### src/rtl/var_sqrt_pkg.sv
// Shared constants, derived widths and the saturating shift used by the variance-to-address path.
`default_nettype none

package var_sqrt_pkg;

  localparam int W_SUM    = 18;
  localparam int W_SQSUM  = 26;
  localparam int WIN_AREA = 576;
  localparam int W_AREA   = 10;
  localparam int W_ADDR   = 8;
  localparam int SHIFT    = 27;

  localparam int W_PSQ  = 2 * W_SUM;
  localparam int W_PN   = W_SQSUM + W_AREA;
  localparam int W_DIFF = ((W_PSQ > W_PN) ? W_PSQ : W_PN) + 1;

  // Operates on a 64-bit container so any parameterisation with W_DIFF <= 64 can share it.
  function automatic logic [63:0] sat_shift(input logic [63:0] d, input int shift, input int w_addr);
    logic [63:0] v;
    logic [63:0] lim;
    v   = d >> shift;
    lim = (64'd1 << w_addr) - 64'd1;
    return (v > lim) ? lim : v;
  endfunction

endpackage

`default_nettype wire

### src/rtl/var_sqrt_addr_if.sv
// Operand-in / ROM-address-out handshake bundle for var_sqrt_addr.
`default_nettype none

interface var_sqrt_addr_if #(
  parameter int W_SUM   = var_sqrt_pkg::W_SUM,
  parameter int W_SQSUM = var_sqrt_pkg::W_SQSUM,
  parameter int W_ADDR  = var_sqrt_pkg::W_ADDR
);

  logic               in_valid;
  logic               in_ready;
  logic [W_SUM-1:0]   in_sum;
  logic [W_SQSUM-1:0] in_sqsum;
  logic               addr_valid;
  logic               addr_ready;
  logic [W_ADDR-1:0]  addr_data;

  modport master (
    output in_valid, in_sum, in_sqsum, addr_ready,
    input  in_ready, addr_valid, addr_data
  );

  modport slave (
    input  in_valid, in_sum, in_sqsum, addr_ready,
    output in_ready, addr_valid, addr_data
  );

endinterface

`default_nettype wire

### src/rtl/var_sqrt_addr_pipe_stage.sv
// Generic W-bit valid/ready register slice; loads whenever empty or the downstream advances.
`default_nettype none

module pipe_stage #(
  parameter int W = 8
) (
  input  logic         clk,
  input  logic         rst,
  input  logic         up_valid,
  output logic         up_ready,
  input  logic [W-1:0] up_data,
  output logic         valid,
  input  logic         down_ready,
  output logic [W-1:0] data
);

  logic         valid_q;
  logic         valid_d;
  logic [W-1:0] data_q;
  logic [W-1:0] data_d;
  logic         ld;

  always_comb begin
    ld      = !valid_q || down_ready;
    valid_d = valid_q;
    data_d  = data_q;
    if (ld) begin
      valid_d = up_valid;
      // Data only captured on a real transfer so a held slot never picks up idle bus values.
      if (up_valid) begin
        data_d = up_data;
      end
    end
  end

  always_ff @(posedge clk) begin
    if (!rst) begin
      valid_q <= 1'b0;
      data_q  <= '0;
    end else begin
      valid_q <= valid_d;
      data_q  <= data_d;
    end
  end

  assign up_ready = ld;
  assign valid    = valid_q;
  assign data     = data_q;

endmodule

`default_nettype wire

### src/rtl/var_sqrt_addr.sv
// Window variance N*sqsum - sum^2, clamped, shifted and saturated into a sqrt ROM address (3 stages).
`default_nettype none

module var_sqrt_addr #(
  parameter int W_SUM    = var_sqrt_pkg::W_SUM,
  parameter int W_SQSUM  = var_sqrt_pkg::W_SQSUM,
  parameter int WIN_AREA = var_sqrt_pkg::WIN_AREA,
  parameter int W_AREA   = var_sqrt_pkg::W_AREA,
  parameter int W_ADDR   = var_sqrt_pkg::W_ADDR,
  parameter int SHIFT    = var_sqrt_pkg::SHIFT
) (
  input  logic           clk,
  input  logic           rst,
  var_sqrt_addr_if.slave bus
);

  import var_sqrt_pkg::*;

  localparam int W_PSQ  = 2 * W_SUM;
  localparam int W_PN   = W_SQSUM + W_AREA;
  localparam int W_DIFF = ((W_PSQ > W_PN) ? W_PSQ : W_PN) + 1;
  localparam int W_S1   = W_PSQ + W_PN;

  logic [W_PSQ-1:0]  p_sq;
  logic [W_PN-1:0]   p_n;
  logic [W_S1-1:0]   s1_data;
  logic              s1_valid;
  logic              s1_up_ready;
  logic [W_PSQ-1:0]  s1_psq;
  logic [W_PN-1:0]   s1_pn;

  logic [W_DIFF-1:0] diff;
  logic [W_DIFF-1:0] d_clamped;
  logic [W_DIFF-1:0] s2_data;
  logic              s2_valid;
  logic              s2_up_ready;

  logic [W_ADDR-1:0] addr_next;
  logic [W_ADDR-1:0] s3_data;
  logic              s3_valid;
  logic              s3_up_ready;

  always_comb begin
    p_sq = W_PSQ'(bus.in_sum) * W_PSQ'(bus.in_sum);
    p_n  = W_PN'(WIN_AREA) * W_PN'(bus.in_sqsum);
  end

  pipe_stage #(.W(W_S1)) u_s1 (
    .clk        (clk),
    .rst        (rst),
    .up_valid   (bus.in_valid),
    .up_ready   (s1_up_ready),
    .up_data    ({p_sq, p_n}),
    .valid      (s1_valid),
    .down_ready (s2_up_ready),
    .data       (s1_data)
  );

  assign s1_psq = s1_data[W_S1-1 -: W_PSQ];
  assign s1_pn  = s1_data[W_PN-1:0];

  // Both products are zero-extended by one bit so the MSB of the difference is its sign.
  always_comb begin
    diff      = W_DIFF'(s1_pn) - W_DIFF'(s1_psq);
    d_clamped = diff[W_DIFF-1] ? '0 : diff;
  end

  pipe_stage #(.W(W_DIFF)) u_s2 (
    .clk        (clk),
    .rst        (rst),
    .up_valid   (s1_valid),
    .up_ready   (s2_up_ready),
    .up_data    (d_clamped),
    .valid      (s2_valid),
    .down_ready (s3_up_ready),
    .data       (s2_data)
  );

  always_comb begin
    addr_next = W_ADDR'(sat_shift(64'(s2_data), SHIFT, W_ADDR));
  end

  pipe_stage #(.W(W_ADDR)) u_s3 (
    .clk        (clk),
    .rst        (rst),
    .up_valid   (s2_valid),
    .up_ready   (s3_up_ready),
    .up_data    (addr_next),
    .valid      (s3_valid),
    .down_ready (bus.addr_ready),
    .data       (s3_data)
  );

  assign bus.in_ready   = s1_up_ready;
  assign bus.addr_valid = s3_valid;
  assign bus.addr_data  = s3_data;

endmodule

`default_nettype wire
### src/flat_wrapper.sv
// flat-port wrapper written by rule: the top's interface ports become plain ports
module var_sqrt_addr_flat import var_sqrt_pkg::*;
#(
  parameter int W_SUM    = var_sqrt_pkg::W_SUM,
  parameter int W_SQSUM  = var_sqrt_pkg::W_SQSUM,
  parameter int WIN_AREA = var_sqrt_pkg::WIN_AREA,
  parameter int W_AREA   = var_sqrt_pkg::W_AREA,
  parameter int W_ADDR   = var_sqrt_pkg::W_ADDR,
  parameter int SHIFT    = var_sqrt_pkg::SHIFT
)
  (clk, rst, bus_in_valid, bus_in_sum, bus_in_sqsum, bus_addr_ready, bus_in_ready, bus_addr_valid, bus_addr_data);
  var_sqrt_addr_if #(.W_SUM(W_SUM), .W_SQSUM(W_SQSUM), .W_ADDR(W_ADDR)) bus_i ();
  input  logic clk;
  input  logic rst;
  input wire logic [$bits(bus_i.in_valid)-1:0] bus_in_valid;
  input wire logic [$bits(bus_i.in_sum)-1:0] bus_in_sum;
  input wire logic [$bits(bus_i.in_sqsum)-1:0] bus_in_sqsum;
  input wire logic [$bits(bus_i.addr_ready)-1:0] bus_addr_ready;
  output wire logic [$bits(bus_i.in_ready)-1:0] bus_in_ready;
  output wire logic [$bits(bus_i.addr_valid)-1:0] bus_addr_valid;
  output wire logic [$bits(bus_i.addr_data)-1:0] bus_addr_data;
  assign bus_i.in_valid = bus_in_valid;
  assign bus_i.in_sum = bus_in_sum;
  assign bus_i.in_sqsum = bus_in_sqsum;
  assign bus_i.addr_ready = bus_addr_ready;
  assign bus_in_ready = bus_i.in_ready;
  assign bus_addr_valid = bus_i.addr_valid;
  assign bus_addr_data = bus_i.addr_data;
  var_sqrt_addr #(.W_SUM(W_SUM), .W_SQSUM(W_SQSUM), .WIN_AREA(WIN_AREA), .W_AREA(W_AREA), .W_ADDR(W_ADDR), .SHIFT(SHIFT)) u_core (.clk(clk), .rst(rst), .bus(bus_i));
endmodule
### config.mk
export PLATFORM = sky130hd
export DESIGN_NAME = var_sqrt_addr_flat
export DESIGN_NICKNAME = d
export VERILOG_FILES = /design/src/rtl/var_sqrt_pkg.sv /design/src/rtl/var_sqrt_addr_if.sv /design/src/rtl/var_sqrt_addr_pipe_stage.sv /design/src/rtl/var_sqrt_addr.sv /design/src/flat_wrapper.sv
export SDC_FILE = /design/constraint.sdc
export NUM_CORES = 1
export LEC_CHECK = 0
export ABC_AREA = 1
export BUFFER_PORTS_ARGS = -buffer_cell sky130_fd_sc_hd__buf_4
export CAP_MARGIN = 25
export CORE_UTILIZATION = 45
export CTS_CLUSTER_SIZE = 40
export DETAILED_ROUTE_END_ITERATION = 7
export HOLD_SLACK_MARGIN = 0.15
export PLACE_DENSITY_LB_ADDON = 0.3
export SYNTH_ARGS = -nofsm -noshare
export SYNTH_HDL_FRONTEND = slang
export SYNTH_SLANG_ARGS = --single-unit
### constraint.sdc
create_clock -name clk -period 14 [get_ports clk]
set_input_delay 1.4 -clock clk [delete_from_list [all_inputs] [get_ports clk]]
set_output_delay 1.4 -clock clk [all_outputs]
set_load 0.005 [all_outputs]
After elaboration in Yosys (flattened, before gate mapping)
Index checks and enable logic that the tools add are counted.
- logic and storage cells: 21
- flip-flop bits (word level): 113
- order comparisons: 1
- multiply operators: 2
- add/sub/neg operators: 1
- mux-type cells: 2
- reduce and logical (&&, ||, !) cells: 9
- operators by type and width (operator ; count):
    $sub A36 B36 Y37 ; 1
    $mul A18 B18 Y36 ; 1
    $mux W36 ; 1
    $mul A4 B26 Y30 const A ; 1
    $gt A9 B8 Y1 const B ; 1
    $mux W8 ; 1
    $reduce_and A2 Y1 ; 3
    $logic_not A1 Y1 ; 3
    $logic_or A1 B1 Y1 ; 3

Logic depth before layout (Yosys ltp)
- depth in word-level cells: 5
- mapped depth: 29
- depth with buffers taken out: 27

Cells and area by module
From an unflattened synthesis, not the netlist that was laid out.
- cells, all modules: 2843
- area total of the unflattened synthesis: 19677.6 um^2
- by module, submodules not included (module ; times used ; area each (um^2) ; cells each):
    var_sqrt_addr ; 1 ; 14113.5 ; 2062
    pipe_stage (u_core.u_s1) ; 1 ; 3369.5 ; 477
    pipe_stage (u_core.u_s2) ; 1 ; 1716.6 ; 247
    pipe_stage (u_core.u_s3) ; 1 ; 478.0 ; 57

Worst setup path before layout
Ideal clock, no wire load.
- kind: in2reg
- start point: in bus_in_sum[17]
- end point: reg u_core.u_s1.data_q[66] (netlist: u_core.u_s1.data[66])
- stages on the path: 22
- arrival time: 6.543 ns
- slack: 7.348 ns
- required time: 13.891 ns
- library setup time: 0.109 ns
- cells stage by stage: clkbuf_1 > clkbuf_1 > nand2_1 > fa_1 > inv_1 > fa_1 > fa_1 > fa_1 > fa_1 > inv_1 > fa_1 > inv_1 > ha_1 > nand2_2 > nor2_4 > and2_4 > nand3_2 > or2_1 > nand3_1 > nand3_1 > nand2_1 > inv_1
- cells in the longest elaborated chain, start to end: 1
- ends and longest elaborated chain (element ; line ; RTL):
    start, declared ; flat_wrapper.sv:16 ; input wire logic [$bits(bus_i.in_sum)-1:0] bus_in_sum;
    $mul A18 B18 Y36 ; var_sqrt_addr.sv:44 ; p_sq = W_PSQ'(bus.in_sum) * W_PSQ'(bus.in_sum);
    end signal, assigned ; var_sqrt_addr_pipe_stage.sv:42 ; data_q <= data_d;
    end, declared ; var_sqrt_addr_pipe_stage.sv:19 ; logic [W-1:0] data_q;
No other way between the ends.
A chain may end at the register's enable or synchronous reset.

Worst setup path in the final report
- start point: in bus_in_sum[4]
- end point: reg u_core.u_s1.data_q[67] (netlist: u_core.u_s1.data[67])
The elaborated chain is that of the path after synthesis.

==> run summary <==
• **# IOs** 58
• **slew of the pin with the lowest slew margin** 0.759 ns
• **Routed wire per std cell** 14.0 µm
• **via count of the first global-routing pass** 14255
• **non-filler cells in the finished layout** 2795
• **Post-Route Skew** 0.00469 ns
• **Post-CTS Hold Buffers** 0
• **CTS clk-pin slew, worst paths** 0.06 ns
• **TritonCTS Buffers** 9
• **number of pins with negative max-slew slack in the final report** 0
• **clock root buffer** sky130_fd_sc_hd__clkbuf_16
• **antenna violation net count after detailed routing** 0
• **Die Y** 192 µm
• **status** finished, final reports clean
• **fraction of the cycle the final worst path needs** 0.470
• **critical path launch point type** input pin
• **type of the worst setup path** in2reg
• **Port Buffers** 57
• **total gr overflow** 0
• **wire length after detailed routing** 39.1 mm
• **CORE AREA** 35600 µm²
• **global routing usage summed across all routing layers** 0.228
• **synth cell count leaders** 574 x sky130_fd_sc_hd__inv_1, 533 x sky130_fd_sc_hd__nand2_1, 221 x sky130_fd_sc_hd__fa_1
• **most numerous cell in the Yosys netlist** sky130_fd_sc_hd__inv_1
• **residual DRC count** 0
• **buffer count from post-CTS setup fixing** 0
• **time the worst path needs with I/O delays and setup** 6.57 ns
• **largest cells by area after synthesis** sky130_fd_sc_hd__fa_1 27%, sky130_fd_sc_hd__ha_1 14%, sky130_fd_sc_hd__inv_1 13%
• **layout-stage area growth over the synthesis result** 6.51%
• **number of DRC violations after detailed-routing iteration 0** 745
• **layout cells sized above 1** 0.0506
• **most instantiated flip-flop cell in the synthesis netlist** sky130_fd_sc_hd__dfxtp_1
• **number of nets in the layout** 2787
• **area share of the largest cell type after synthesis** 0.271
• **Place WS** 7.11 ns
• **width of the die** 192 µm
• **area occupied by multi-input gates** 12200 µm²
• **arrival time at the worst endpoint** 6.82 ns
• **setup repair after global routing missed its margin** false
• **total iterations of the first detailed-routing run** 6
• **required time reported for the critical path endpoint** 14.25 ns
• **Critical Path End Type** flip-flop
• **initial standard-cell utilization of the core** 0.458
• **relative slew slack** 0.494
• **hold_ws** 0.470 ns
• **Fillers** 3642
• **post-synthesis sequential area ratio** 0.104
• **Net Count, Synth** 2776
• **critical path fanouts, max** 19
• **Cells after Synth** 2319
• **n_diodes** 0
• **dpl hpwl** 33.6 mm
• **number of enable-type register cells in the synthesized netlist** 0
• **antenna violations before repair** 0
• **max frequency** 152 MHz
• **min setup slack post-route** 7.43 ns
• **summed instance area of the synthesized netlist** 16300 µm²
• **TNS Setup** 0 ns
• **CTS H-tree lvls** 3
• **max-capacitance violation count** 0
• **distinct cell type count of the synthesized netlist** 42
• **CTS tree** built
• **warning count from the yosys run** 0
• **Die Area** 37000 µm²
• **worst-skew pair later-pin latency** 0.35 ns
• **proportion of register bits with asynchronous set or reset after synthesis** 0
• **Post-Syn Area per Cell** 7.03 µm²
• **Setup violations, final** 0
• **global-route wire length before repair** 67.6 mm
• **standard-cell row count** 69
• **via count of the routed design** 13805
• **cells resized by post-CTS repair** 0
• **number of placed cells counting well taps** 2780
• **final weighted congestion in routability-driven placement** 0.924
• **buffer depth of the longest clock path** 2
• **vias per cell** 4.94
• **sinks on the clock net** 85
• **Hold Crit Class** reg2reg
• **Yosys top cell by area** sky130_fd_sc_hd__fa_1
• **area of all sequential standard cells** 1700 µm²
• **endpoints failing hold** 0
• **pin count of the biggest net entering global routing** 69
• **flop and latch count out of synthesis** 85
## cell usage in the layout (no fill, tap or decap), drive strengths merged, types with 4 or more instances in the layout
master,count
nor2,202
o21a,7
o21bai,6
a21oi,137
o211ai,5
nand3,90
nand4,16
fa,221
nand2,541
dfxtp,85
nand3b,7
or2,4
buf,60
ha,188
o21ai,90
inv,579
clkinv,4
xor2,19
a21o,6
clkbuf,10
xnor2,18
nor3,26
## worst max-delay path: stages
cell,delay (ns)
sky130_fd_sc_hd__buf_4,0.24
sky130_fd_sc_hd__nand2_1,0.18
sky130_fd_sc_hd__fa_1,0.57
sky130_fd_sc_hd__inv_1,0.05
sky130_fd_sc_hd__fa_1,0.46
sky130_fd_sc_hd__fa_1,0.52
sky130_fd_sc_hd__fa_1,0.53
sky130_fd_sc_hd__fa_1,0.54
sky130_fd_sc_hd__inv_1,0.05
sky130_fd_sc_hd__fa_1,0.53
sky130_fd_sc_hd__inv_1,0.04
sky130_fd_sc_hd__ha_1,0.37
sky130_fd_sc_hd__nand2_1,0.14
sky130_fd_sc_hd__o21ai_0,0.46
sky130_fd_sc_hd__a21oi_1,0.19
sky130_fd_sc_hd__o21a_1,0.22
sky130_fd_sc_hd__nand3_1,0.07
sky130_fd_sc_hd__nand3_1,0.11
sky130_fd_sc_hd__nand2_1,0.10
sky130_fd_sc_hd__inv_1,0.04
## cell type report
type / instances / share of cell area
inverter: 580 / 0.125
clock inverter: 5 / 0.00303
tap: 461 / 0.0332
multi-input combinational: 1594 / 0.701
sequential: 85 / 0.0980
clock buffer: 10 / 0.0132
timing repair buffer: 60 / 0.0260
## final timing paths
check                                     from                                 to  slack (ns)  depth (start not counted)
max                              bus_in_sum[4]  u_core.u_s1.data[67]$_SDFFE_PN0P_        7.43                         20
min          u_core.u_s1.data[35]$_SDFFE_PN0P_  u_core.u_s1.data[35]$_SDFFE_PN0P_        0.47                          2
max reg2reg     u_core.u_s3.valid$_SDFFE_PN0P_  u_core.u_s1.data[22]$_SDFFE_PN0P_       11.73                         11
min reg2reg  u_core.u_s1.data[35]$_SDFFE_PN0P_  u_core.u_s1.data[35]$_SDFFE_PN0P_        0.47                          2
## metal layers
metal / global-route usage / vias to the layer above / routed length, µm
met4: 0.0515 / 0 / 710
met2: 0.390 / 237 / 18300
met1: 0.313 / 6533 / 18500
met5: 0 / - / 0
li1: - / 6997 / -
met3: 0.0196 / 38 / 1590
## registers in the layout, summed over array words and instances (netlist names)
signal,cells
u_core.u_s2.data,9
u_core.u_s3.data,8
u_core.u_s3.valid,1
u_core.u_s1.data,65
u_core.u_s2.valid,1
u_core.u_s1.valid,1
## kinds of logic (layout without fill, tap and decap cells)
logic type      Yosys count  after routing  share of synthesized area
compound gates          255            255                     0.0848
simple gates            892            892                      0.226
xor+xnor                 37             37                     0.0199
mux                       1              1                   0.000691
buf+inv                 640            655                      0.149
flops                    85             85                      0.104
fa+ha+maj               409            409                      0.416
## metrics by stage
step | instance area [µm²] | util
floorplan | 16300 | -
global placement | 17100 | 0.480
detailed placement | 17100 | 0.480
CTS | 17400 | 0.488
global route | 17400 | 0.488
finish | 17400 | 0.488
Power is not shown: default switching activity piles up to over one toggle a cycle in this logic, so the estimate is an artifact.
